$ cat src/rtl/ipcu_arbiter.sv
// ipcu_arbiter: round-robin arbiter granting one IPCU at a time.
//   Purpose : latches one-cycle request pulses and hands a level grant to one
//             requester until that requester signals completion.
//   Latency : a strobe sampled at edge k (IDLE, pipe_en=1) gives arb_ack high
//             after edge k+1. Each grant ends with one RELEASE cycle.
//   Backpr. : pipe_en low holds requests pending and blocks new grants. It
//             never revokes a grant that is already in progress.
// Ports:
//   clk         - single clock, rising edge
//   rst         - asynchronous reset, active low
//   pipe_en     - global enable for new grants
//   rqs_strobe  - per-port request pulse
//   crt_in      - per-port completion pulse (only the granted port counts)
//   arb_ack     - one-hot level grant, high for the whole BUSY state
//   grant_id    - index of the current or last granted port
//   busy        - OR of arb_ack
//   timeout_err - one-cycle pulse when the watchdog revokes a grant
// Optional feature: define IPCU_ARB_TIMEOUT_EN to enable the BUSY watchdog.
//   The watchdog uses TIMEOUT_CYC. Without the macro, timeout_err is tied to 0.
module ipcu_arbiter #(
  parameter int NUM_PORTS   = 4,
  parameter int TIMEOUT_CYC = 64
) (
  input  logic                         clk,
  input  logic                         rst,
  input  logic                         pipe_en,
  input  logic [NUM_PORTS-1:0]         rqs_strobe,
  input  logic [NUM_PORTS-1:0]         crt_in,
  output logic [NUM_PORTS-1:0]         arb_ack,
  output logic [$clog2(NUM_PORTS)-1:0] grant_id,
  output logic                         busy,
  output logic                         timeout_err
);

  localparam int GW = $clog2(NUM_PORTS);

  typedef enum logic [1:0] {
    ST_IDLE    = 2'd0,
    ST_BUSY    = 2'd1,
    ST_RELEASE = 2'd2
  } state_e;

  state_e               state_q, state_d;
  logic [NUM_PORTS-1:0] pend_q, pend_d;
  logic [GW-1:0]        gid_q, gid_d;
  logic [GW-1:0]        sel;
  logic                 sel_vld;
  logic                 grant_go;
  logic [NUM_PORTS-1:0] grant_mask;
  logic                 crt_ok;

  // Round-robin search: the scan starts one past the last grant. It wraps
  // around, so the last granted port is checked last.
  always_comb begin
    int            idx;
    logic [GW-1:0] cand;
    sel     = '0;
    sel_vld = 1'b0;
    idx     = 0;
    cand    = '0;
    for (int i = 1; i <= NUM_PORTS; i++) begin
      idx  = (int'(gid_q) + i) % NUM_PORTS;
      cand = GW'(idx);
      if (!sel_vld && pend_q[cand]) begin
        sel     = cand;
        sel_vld = 1'b1;
      end
    end
  end

  assign grant_go = (state_q == ST_IDLE) && pipe_en && sel_vld;
  assign crt_ok   = crt_in[gid_q];

  always_comb begin
    grant_mask = '0;
    if (grant_go) grant_mask[sel] = 1'b1;
  end

  // A new strobe on the port being granted takes priority over the clear.
  // The pending bit therefore survives that grant.
  assign pend_d = (pend_q & ~grant_mask) | rqs_strobe;
  assign gid_d  = grant_go ? sel : gid_q;

`ifdef IPCU_ARB_TIMEOUT_EN
  localparam int WW = $clog2(TIMEOUT_CYC + 1);
  logic [WW-1:0] wdog_q;
  logic          timeout_hit;
  logic          terr_q;
`endif

  // FSM next-state logic
  always_comb begin
    state_d = state_q;
`ifdef IPCU_ARB_TIMEOUT_EN
    timeout_hit = 1'b0;
`endif
    case (state_q)
      ST_IDLE:    if (grant_go) state_d = ST_BUSY;
      ST_BUSY: begin
        if (crt_ok) begin
          state_d = ST_RELEASE;
        end
`ifdef IPCU_ARB_TIMEOUT_EN
        // The counter holds the number of BUSY cycles already completed.
        // The last allowed cycle is the one where it reads TIMEOUT_CYC-1.
        else if (wdog_q == WW'(TIMEOUT_CYC - 1)) begin
          state_d     = ST_RELEASE;
          timeout_hit = 1'b1;
        end
`endif
      end
      ST_RELEASE: state_d = ST_IDLE;
      default:    state_d = ST_IDLE;
    endcase
  end

  // FSM state and datapath registers
  always_ff @(posedge clk or negedge rst) begin
    if (!rst) begin
      state_q <= ST_IDLE;
      pend_q  <= '0;
      gid_q   <= GW'(NUM_PORTS - 1);
    end else begin
      state_q <= state_d;
      pend_q  <= pend_d;
      gid_q   <= gid_d;
    end
  end

`ifdef IPCU_ARB_TIMEOUT_EN
  // The counter is held at zero outside BUSY. Each BUSY stay therefore
  // starts counting from zero.
  always_ff @(posedge clk or negedge rst) begin
    if (!rst) begin
      wdog_q <= '0;
      terr_q <= 1'b0;
    end else begin
      wdog_q <= (state_q == ST_BUSY) ? wdog_q + 1'b1 : '0;
      terr_q <= timeout_hit;
    end
  end
  assign timeout_err = terr_q;
`else
  assign timeout_err = 1'b0;
`endif

  // FSM outputs. The grant is decoded from state, so reset drops it
  // immediately.
  always_comb begin
    arb_ack = '0;
    if (state_q == ST_BUSY) arb_ack[gid_q] = 1'b1;
  end

  assign grant_id = gid_q;
  assign busy     = |arb_ack;

endmodule

$ cat config.mk
export PLATFORM = sky130hd
export DESIGN_NAME = ipcu_arbiter
export DESIGN_NICKNAME = d
export VERILOG_FILES = /design/src/rtl/ipcu_arbiter.sv
export SDC_FILE = /design/constraint.sdc
export NUM_CORES = 1
export LEC_CHECK = 0
export ABC_CLOCK_PERIOD_IN_PS = 2850
export CAP_MARGIN = 30
export CORE_MARGIN = 5
export CORE_UTILIZATION = 47
export CTS_BUF_LIST = sky130_fd_sc_hd__clkbuf_16
export CTS_CLUSTER_DIAMETER = 120
export DETAILED_ROUTE_END_ITERATION = 8
export MAX_ROUTING_LAYER = met4
export PLACE_DENSITY = 0.78
export SLEW_MARGIN = 40
export SYNTH_ARGS = -nofsm -noshare
export SYNTH_HDL_FRONTEND = slang
export SYNTH_SLANG_ARGS = --single-unit
$ cat constraint.sdc
create_clock -name clk -period 2.85 [get_ports clk]
set_input_delay 0.57 -clock clk [delete_from_list [all_inputs] [get_ports clk]]
set_output_delay 0.57 -clock clk [all_outputs]
set_load 0.01 [all_outputs]
-- After elaboration in Yosys (flattened, before gate mapping)
Cells that the tools add are included.
- flip-flop bits (word level): 8
- input port bits: 11
- $add $sub $neg: 4
- magnitude comparators: 8
- equality and inequality tests: 3
- mux-type cells: 27
- bitwise gates (word level): 3
- reduce and logical (&&, ||, !) cells: 13
- operators with widths (cell ; number):
    < comparator 2 x 3 -> 1 bit (second input constant) ; 6
    2-to-1 mux 2 bit ; 6
    2-to-1 mux 1 bit ; 11
    binary-select mux 1 bit (select 2 bit) ; 5
    2-to-1 mux 4 bit ; 2
    logical AND 1 bit ; 7
    adder 2 x 1 -> 2 bit (second input constant) ; 2
    adder 2 bit (second input constant) ; 2
    AND 4 bit ; 1
    demux 1 bit (select 2 bit) ; 2
    >= comparator 2 x 1 -> 1 bit (second input constant) ; 2
    inequality test 2 bit (second input constant) ; 2
    inverter 4 bit ; 1
    bitwise OR 4 bit ; 1
    case mux 2 bit (2 select lines) ; 1
    OR reduction 4 bit ; 1
    logical NOT 1 bit ; 3
    equality test 2 x 1 -> 1 bit (second input constant) ; 1
    logical NOT 2 bit ; 1
    AND reduction 2 bit ; 1

-- Depth between registers and ports, before layout
Gate-level depths: netlist (run 1).
- depth in word-level cells: 21
- depth in mapped cells: 8
- gate-level depth less buffers: 7

-- Worst setup path after synthesis (run 1)
No wires, ideal clock.
- path kind: register -> register
- from: register gid_q[0] (netlist: grant_id[0])
- to: register pend_q[3]
- setup time: 130 ps
- data arrival time: 2435 ps
- required time: 2720 ps
- setup slack: 285 ps
- stages on the path, launching flop included: 9
- path buffers: 1
- period minus slack after synthesis: 2565 ps
- cells stage by stage: dfstp_2 -> buf_6 -> inv_1 -> ha_1 -> mux4_2 -> nand2b_1 -> a2111oi_2 -> or2_1 -> a31oi_1
- longest elaborated chain between the ends: 21
- elaborated cells between the ends (all ways): 36
- classes of those cells: 4 x add/sub; 2 x order compare; 19 x mux; 3 x bitwise; 8 x reduce/logical
- RTL lines (what ; line ; RTL):
    from (decl) ; 45 ; logic [GW-1:0] gid_q, gid_d;
    from (signal assigned) ; 122 ; gid_q <= GW'(NUM_PORTS - 1);
    from (signal assigned) ; 126 ; gid_q <= gid_d;
    adder 2 x 1 -> 2 bit ; 62 ; idx = (int'(gid_q) + i) % NUM_PORTS;
    binary-select mux 1 bit (select 2 bit) ; 64 ; if (!sel_vld && pend_q[cand]) begin
    2-to-1 mux 1 bit (implied by the code) ; 64 ;
    2-to-1 mux 1 bit ; 64 ;
    logical NOT 1 bit ; 64 ;
    logical AND 1 bit ; 64 ;
    2-to-1 mux 1 bit ; 64 ;
    logical NOT 1 bit ; 64 ;
    [... 6 more ...] ; -- ;
    logical AND 1 bit (implied by the code) ; 76 ; if (grant_go) grant_mask[sel] = 1'b1;
    2-to-1 mux 1 bit (implied by the code) ; 76 ;
    demux 1 bit (select 2 bit) ; 76 ;
    2-to-1 mux 4 bit * ; 76 ;
    inverter 4 bit * ; 81 ; assign pend_d = (pend_q & ~grant_mask) | rqs_strobe;
    AND 4 bit * ; 81 ;
    bitwise OR 4 bit * ; 81 ;
    via pend_d[3] ; 44 ; logic [NUM_PORTS-1:0] pend_q, pend_d;
    to (signal assigned) ; 125 ; pend_q <= pend_d;
    to (decl) ; 44 ;
The timed path passes the listed nets; every way through them passes the cells marked *. The select of a mux whose other input is x is not followed.
A chain may end at the register's enable or synchronous reset.

-- Final worst setup path (run 1)
- from: register gid_q[0] (netlist: grant_id[0])
- to: output port busy
- longest elaborated chain between the ends: 6
- elaborated cells between the ends (all ways): 7
- classes of those cells: 2 x order compare; 3 x mux; 2 x reduce/logical
- RTL lines (what ; line ; RTL):
    < comparator 2 x 3 -> 1 bit (implied by the code) / >= comparator 2 x 1 -> 1 bit (equally long branches) ; 151 ; if (state_q == ST_BUSY) arb_ack[gid_q] = 1'b1;
    logical AND 1 bit (implied by the code) ; 151 ;
    2-to-1 mux 1 bit (implied by the code) ; 151 ;
    demux 1 bit (select 2 bit) * ; 151 ;
    2-to-1 mux 4 bit * ; 151 ;
    OR reduction 4 bit * ; 155 ; assign busy = |arb_ack;
    to (decl) ; 31 ; output logic busy,
Mark *: on every way between the ends. The rest lies on a longest branch, timed or not.

==> impl_metrics.env, run 1 <==
export IMPL_status="completed"
export IMPL_core_area_um2=1490
export IMPL_setup_worst_path_start_class="flip-flop"
export IMPL_grt_max_degree=15
export IMPL_synth_warnings=0
export IMPL_final_cell_count_no_fill=111
export IMPL_syn_num_nets=89
export IMPL_slowest_delay_ns=0.52
export IMPL_power_frac_comb_pct=61.1
export IMPL_io_pins=19
export IMPL_worst_pin_slew_ns=0.505
export IMPL_io_buffers=17
export IMPL_maxCapViolations=0
export IMPL_slew_headroom_pct=66.2
export IMPL_cts_inserted_buffers=3
export IMPL_critPathKind="flip-flop to output port"
export IMPL_max_vdd_ir_drop_mv=0.930
export IMPL_post_route_util_pct=67.1
export IMPL_ys_seq_elements=8
export IMPL_avgViaCountPerCell=5.63
export IMPL_worstPathCellList="inv_1 -> ha_1 -> and2_1 -> or4_1 -> clkdlybuf4s50_1"
export IMPL_fin_skew_ns=0.00158
export IMPL_start_util_pct=49.0
export IMPL_die_h_um=49.4
export IMPL_power_switching_mw=0.476
export IMPL_syn_cell_area_um2=729
export IMPL_fmax_ghz=0.365
export IMPL_row_count=14
export IMPL_avgRoutedWirePerCell_um=14.1
export IMPL_fin_tns_setup_ns=0
export IMPL_p_leak_nw=0.400
export IMPL_diodes=0
export IMPL_hold_buffers=0
export IMPL_dpl_cell_count=107
export IMPL_clock_power_share_pct=19.4
export IMPL_slowest_stage="dfstp_2"
export IMPL_hold_viol=0
export IMPL_syn_instance_count=74
export IMPL_drtIter0Drc=11
export IMPL_cts_htree_levels=1
export IMPL_antenna_found_initial=0
export IMPL_seq_area_frac_synth_pct=27.8
export IMPL_period_minus_slack_ns=2.74
export IMPL_dpl_hpwl_mm=1.32
export IMPL_design_power_total_mw=1.19
export IMPL_required_ns=2.28
export IMPL_drc_errors=0
export IMPL_ys_types=31
export IMPL_clk_latency_ns=0.23
export IMPL_fp_dieW_um=49.4
export IMPL_gp_congestion=0.821
export IMPL_dieArea_um2=2440
export IMPL_clockBufferDepth=2
export IMPL_hp_class="flip-flop to flip-flop"
export IMPL_synth_avg_cell_area_um2=9.86
export IMPL_root_buffer="clkbuf_16"
export IMPL_track_usage_pct=14.4
export IMPL_synthToLayoutAreaGrowth_pct=36.9
export IMPL_rsz0062_at_grt="no"
export IMPL_p_sw_share_pct=39.9
export IMPL_drive_above_1_share_pct=18.9
export IMPL_first_global_vias=599
export IMPL_overflow=0
export IMPL_vias=625
export IMPL_cp_data_arrival_time_ns=2.17
export IMPL_p_seq_share_pct=19.5
export IMPL_cts_tree="built"
export IMPL_cts_num_sinks=8
export IMPL_nets=112
export IMPL_power_density_nw_per_um2=1190
export IMPL_clkSlewWorstSetupHoldPaths_ns=0.03
export IMPL_drv_slew=0
export IMPL_finalCritPeriodShare_pct=96.2
export IMPL_end_kind="output port"
export IMPL_critPathMaxFanout=4
export IMPL_p_int_mw=0.717
export IMPL_wl_mm=1.57
export IMPL_drtAntennaViolNets=0
export IMPL_drt_pass1_iterations=4
export IMPL_grt_pass1_wl_mm=2.64
export IMPL_finalSetupViolCount=0
## layout by cell type (no fill, tap or decap)
cell type	count
or2_1	1
or4_4	1
mux4_2	5
nor3_1	3
and2_1	6
clkdlybuf4s50_1	17
a31oi_1	2
a21boi_1	1
dfstp_2	2
mux2i_1	2
conb_1	1
o21ai_0	2
or4_1	1
buf_4	3
nand2b_1	2
o21ai_1	1
nand2_1	2
nor3b_1	1
ha_1	4
a41oi_2	1
o211ai_1	1
nand3_4	1
nor3b_2	1
a21oi_1	5
a2111oi_2	1
nor2b_1	3
clkbuf_16	3
inv_1	6
nand3_1	1
mux2_1	1
dfrtp_1	6
nor2_1	8
## worst paths after layout
| kind | slack, ns | end | startpoint | depth (start not counted) |
|---|---|---|---|---|
| max reg2reg | 0.35 | pend_q[3]$_DFF_PN0_ | grant_id[0]$_DFFE_PN1P_ | 7 |
| max in group asynchronous | 1.94 | grant_id[1]$_DFFE_PN1P_ | rst | 1 |
| min in group asynchronous | 0.62 | pend_q[2]$_DFF_PN0_ | rst | 1 |
| min reg2reg | 0.56 | grant_id[1]$_DFFE_PN1P_ | grant_id[1]$_DFFE_PN1P_ | 2 |
| min | 0.56 | grant_id[1]$_DFFE_PN1P_ | grant_id[1]$_DFFE_PN1P_ | 2 |
| max | 0.11 | busy | grant_id[0]$_DFFE_PN1P_ | 5 |
## cell families (layout without fill, tap and decap cells)
| logic type | Yosys count | after routing | synth area share [%] |
|---|---|---|---|
| AOI/OAI and AO/OA | 14 | 14 | 13.5 |
| adders and majority gates | 4 | 4 | 6.86 |
| buffers and inverters | 8 | 29 | 5.66 |
| DFF | 8 | 8 | 27.8 |
| muxes | 8 | 8 | 19.7 |
| other | 1 | 1 | 0.514 |
| and+or+nand+nor | 31 | 31 | 25.9 |
## cell usage after synthesis (all sizes together)
cell,instances,area share [%]
nor2,8,4.1
and2,6,5.1
dfrtp,6,21
inv,6,3.1
a21oi,5,3.4
mux4,5,15
ha,4,6.9
nor2b,3,2.6
nor3,3,2.1
o21ai,3,2.1
a31oi,2,1.7
buf,2,2.6
dfstp,2,7.2
mux2i,2,2.7
nand2,2,1.0
nand2b,2,1.7
nand3,2,3.1
nor3b,2,2.7
or4,2,2.6
a2111oi,1,2.1
a21boi,1,1.0
a41oi,1,2.2
conb,1,0.51
mux2,1,1.5
o211ai,1,1.0
or2,1,0.86
## registers in the layout, summed over array words and instances, names as in the netlist
register / flops
pend_q: 4
grant_id: 2
state_q: 2
## final cells by class
type	instances	area [um^2]
fillers	108	490
clock buffers	3	75.1
flip-flops and latches	8	203
multi-input cells	58	485
inverters	6	22.5
repair buffers	20	193
well taps	16	20.0
## metal layers
metal | wire (um) | vias to the layer above | global-route usage (%) | part of all wire, %
met5 | 0 | - | - | 0
li1 | - | 307 | - | -
met2 | 776 | 11 | 21.9 | 49
met4 | 35 | 0 | 7.86 | 2.2
met1 | 693 | 301 | 18.3 | 44
met3 | 64 | 6 | 2.14 | 4.1
## per-stage QoR
step / cell area, um^2 / hold WS, ns / setup slack [ns]
final: 998 / 0.559 / 0.107
after CTS: 998 / 0.553 / 0.0950
after detailed placement: 916 / 0.586 / 0.196
after global routing: 998 / 0.573 / 0.0468
after floorplan: 729 / 0.274 / 0.285
after global placement: 916 / 0.568 / 0.256
## critical path: cells and delay by family (launching register included)
| kind | cells | cell delay (ns) |
|---|---|---|
| adder cells (fa/ha/maj) | 1 | 0.20 |
| flip-flops | 1 | 0.52 |
| AND/OR/NAND/NOR | 2 | 0.64 |
| buffers and inverters | 2 | 0.59 |
## what timing repair did
action	4_1_cts	5_1_grt
resized for setup	0	0
endpoints found under the setup margin	1	0
setup buffers	1	0
## power by group through the flow
stage | Sequential (mW) | Clock, mW | Combinational [mW]
6_report | 0.233 | 0.231 | 0.729
5_1_grt | 0.241 | 0.247 | 0.809
4_1_cts | 0.231 | 0.237 | 0.737
3_5_place_dp | 0.250 | 0 | 0.708
3_3_place_gp | 0.246 | 0 | 0.696
2_1_floorplan | 0.248 | 0 | 0.484
Note: power is estimated with default switching activity, not from simulation.
==> run 2, diff against run 1 <==
Settings changed: CTS_CLUSTER_SIZE set to 40.
==> results of run 2 <==
Final layout, timing and power as in run 1 (identical DEF).
==> run 3, diff against run 2 <==
Settings changed: CORE_UTILIZATION 47 to 49, CTS_BUF_LIST sky130_fd_sc_hd__clkbuf_16 to sky130_fd_sc_hd__clkbuf_8, PLACE_DENSITY 0.78 to 0.8.
==> impl_metrics.env, run 3 (same netlist as run 1, synthesis figures left out) <==
export IMPL_status="completed"
export IMPL_power_density_nw_per_um2=1130
export IMPL_drtAntennaViolNets=0
export IMPL_overflow=0
export IMPL_gp_congestion=0.757
export IMPL_wl_mm=1.54
export IMPL_diodes=0
export IMPL_required_ns=2.28
export IMPL_grt_pass1_wl_mm=2.61
export IMPL_cts_repair_resized=0
export IMPL_nets=112
export IMPL_p_leak_nw=0.385
export IMPL_layout_common_cells="clkdlybuf4s50_1 (17), nor2_1 (8), inv_1 (6), and2_1 (6), dfrtp_1 (6)"
export IMPL_post_cts_buffers=1
export IMPL_hold_buffers=0
export IMPL_critPathMaxFanout=4
export IMPL_first_global_vias=582
export IMPL_largest_register_ffs=4
export IMPL_cts_inserted_buffers=3
export IMPL_p_seq_share_pct=21.6
export IMPL_drv_slew=0
export IMPL_hold_viol=0
export IMPL_hp_class="flip-flop to flip-flop"
export IMPL_rsz0062_at_grt="no"
export IMPL_drtIter0Drc=17
export IMPL_row_count=14
export IMPL_clock_power_share_pct=12.2
export IMPL_critPathKind="flip-flop to output port"
export IMPL_fin_tns_setup_ns=0
export IMPL_fin_skew_ns=0.00228
export IMPL_synthToLayoutAreaGrowth_pct=32.2
export IMPL_finalSetupViolCount=0
export IMPL_start_util_pct=50.2
export IMPL_finalInstanceArea_um2=965
export IMPL_root_buffer="clkbuf_8"
export IMPL_fp_dieW_um=48.6
export IMPL_cts_num_sinks=8
export IMPL_p_int_mw=0.627
export IMPL_io_buffers=17
export IMPL_p_sw_share_pct=42.4
export IMPL_r2r_slack_ns=0.35
export IMPL_drc_errors=0
export IMPL_io_pins=19
export IMPL_die_h_um=48.6
export IMPL_vias=627
export IMPL_layout_commonest_cell="clkdlybuf4s50_1"
export IMPL_end_kind="output port"
export IMPL_avgViaCountPerCell=5.65
export IMPL_clk_latency_ns=0.23
export IMPL_clkSlewWorstSetupHoldPaths_ns=0.04
export IMPL_grt_max_degree=15
export IMPL_drt_pass1_iterations=4
export IMPL_fmax_ghz=0.366
export IMPL_slowest_stage="dfstp_2"
export IMPL_track_usage_pct=14.5
export IMPL_fillers=123
export IMPL_dpl_cell_area_um2=916
export IMPL_core_area_um2=1450
export IMPL_design_power_total_mw=1.09
export IMPL_avgRoutedWirePerCell_um=13.9
export IMPL_setup_worst_path_start_class="flip-flop"
export IMPL_period_minus_slack_ns=2.73
export IMPL_antenna_found_initial=0
export IMPL_power_switching_mw=0.462
export IMPL_max_vdd_ir_drop_mv=0.671
export IMPL_drive_above_1_share_pct=18.9
export IMPL_cp_data_arrival_time_ns=2.16
export IMPL_slowest_delay_ns=0.52
export IMPL_finalCritPeriodShare_pct=95.8
export IMPL_clockBufferDepth=2
export IMPL_worstPathCellList="inv_1 -> ha_1 -> and2_1 -> or4_1 -> clkdlybuf4s50_1"
export IMPL_cts_htree_levels=1
export IMPL_top_register="pend_q"
export IMPL_dpl_hpwl_mm=1.22
export IMPL_cts_tree="built"
export IMPL_power_frac_comb_pct=66.2
export IMPL_maxCapViolations=0
export IMPL_dieArea_um2=2360
==> run 3: cell counts in the layout (fill, tap and decap cells not counted) <==
No cell type changed its count.
==> run 3: through the flow <==
stage               setup WS, ns  utilization (%)  cells  hold WS, ns
floorplan                  0.285                -     74        0.274
global placement           0.264             63.0    107        0.553
detailed placement         0.230             63.0    107        0.582
CTS                        0.107             66.4    111        0.548
global route              0.0530             66.4    111        0.603
finish                     0.120             66.4    111        0.559
==> run 3: layout make-up <==
cell class	instances	area, um^2	share of cell area, %
multi-input cells	58	485	50.3
flip-flops and latches	8	203	21.0
repair buffers	20	193	20.0
clock buffers	3	41.3	4.28
inverters	6	22.5	2.33
well taps	16	20.0	2.08
==> run 3: critical path: cells and delay by family, from the launching register on <==
kind                     cells  cell delay [ns]
flip-flops                   1             0.52
buffers and inverters        2             0.59
AND/OR/NAND/NOR              2             0.63
adder cells (fa/ha/maj)      1             0.21
==> run 3: final timing paths <==
check | from | endpoint | depth (start not counted)
worst max-delay path | grant_id[0]$_DFFE_PN1P_ | busy | 5
worst min-delay path | grant_id[1]$_DFFE_PN1P_ | grant_id[1]$_DFFE_PN1P_ | 2
worst max register to register | grant_id[0]$_DFFE_PN1P_ | pend_q[2]$_DFF_PN0_ | 8
worst min register to register | grant_id[1]$_DFFE_PN1P_ | grant_id[1]$_DFFE_PN1P_ | 2
max in group asynchronous | rst | grant_id[1]$_DFFE_PN1P_ | 1
min in group asynchronous | rst | pend_q[3]$_DFF_PN0_ | 1
==> run 3: routing by layer <==
| metal | up-vias | routed length (um) | track usage [%] |
|---|---|---|---|
| li1 | 307 | - | - |
| met1 | 295 | 640 | 16.7 |
| met2 | 21 | 775 | 21.3 |
| met3 | 4 | 113 | 6.44 |
| met4 | 0 | 14 | 6.73 |
| met5 | - | 0 | - |
==> run 3: power by group through the flow <==
stage / Combinational, mW / Clock [mW] / Sequential (mW)
floorplan: 0.484 / 0 / 0.248
global placement: 0.681 / 0 / 0.248
detailed placement: 0.698 / 0 / 0.251
CTS: 0.726 / 0.137 / 0.233
global route: 0.791 / 0.147 / 0.245
finish: 0.721 / 0.133 / 0.235
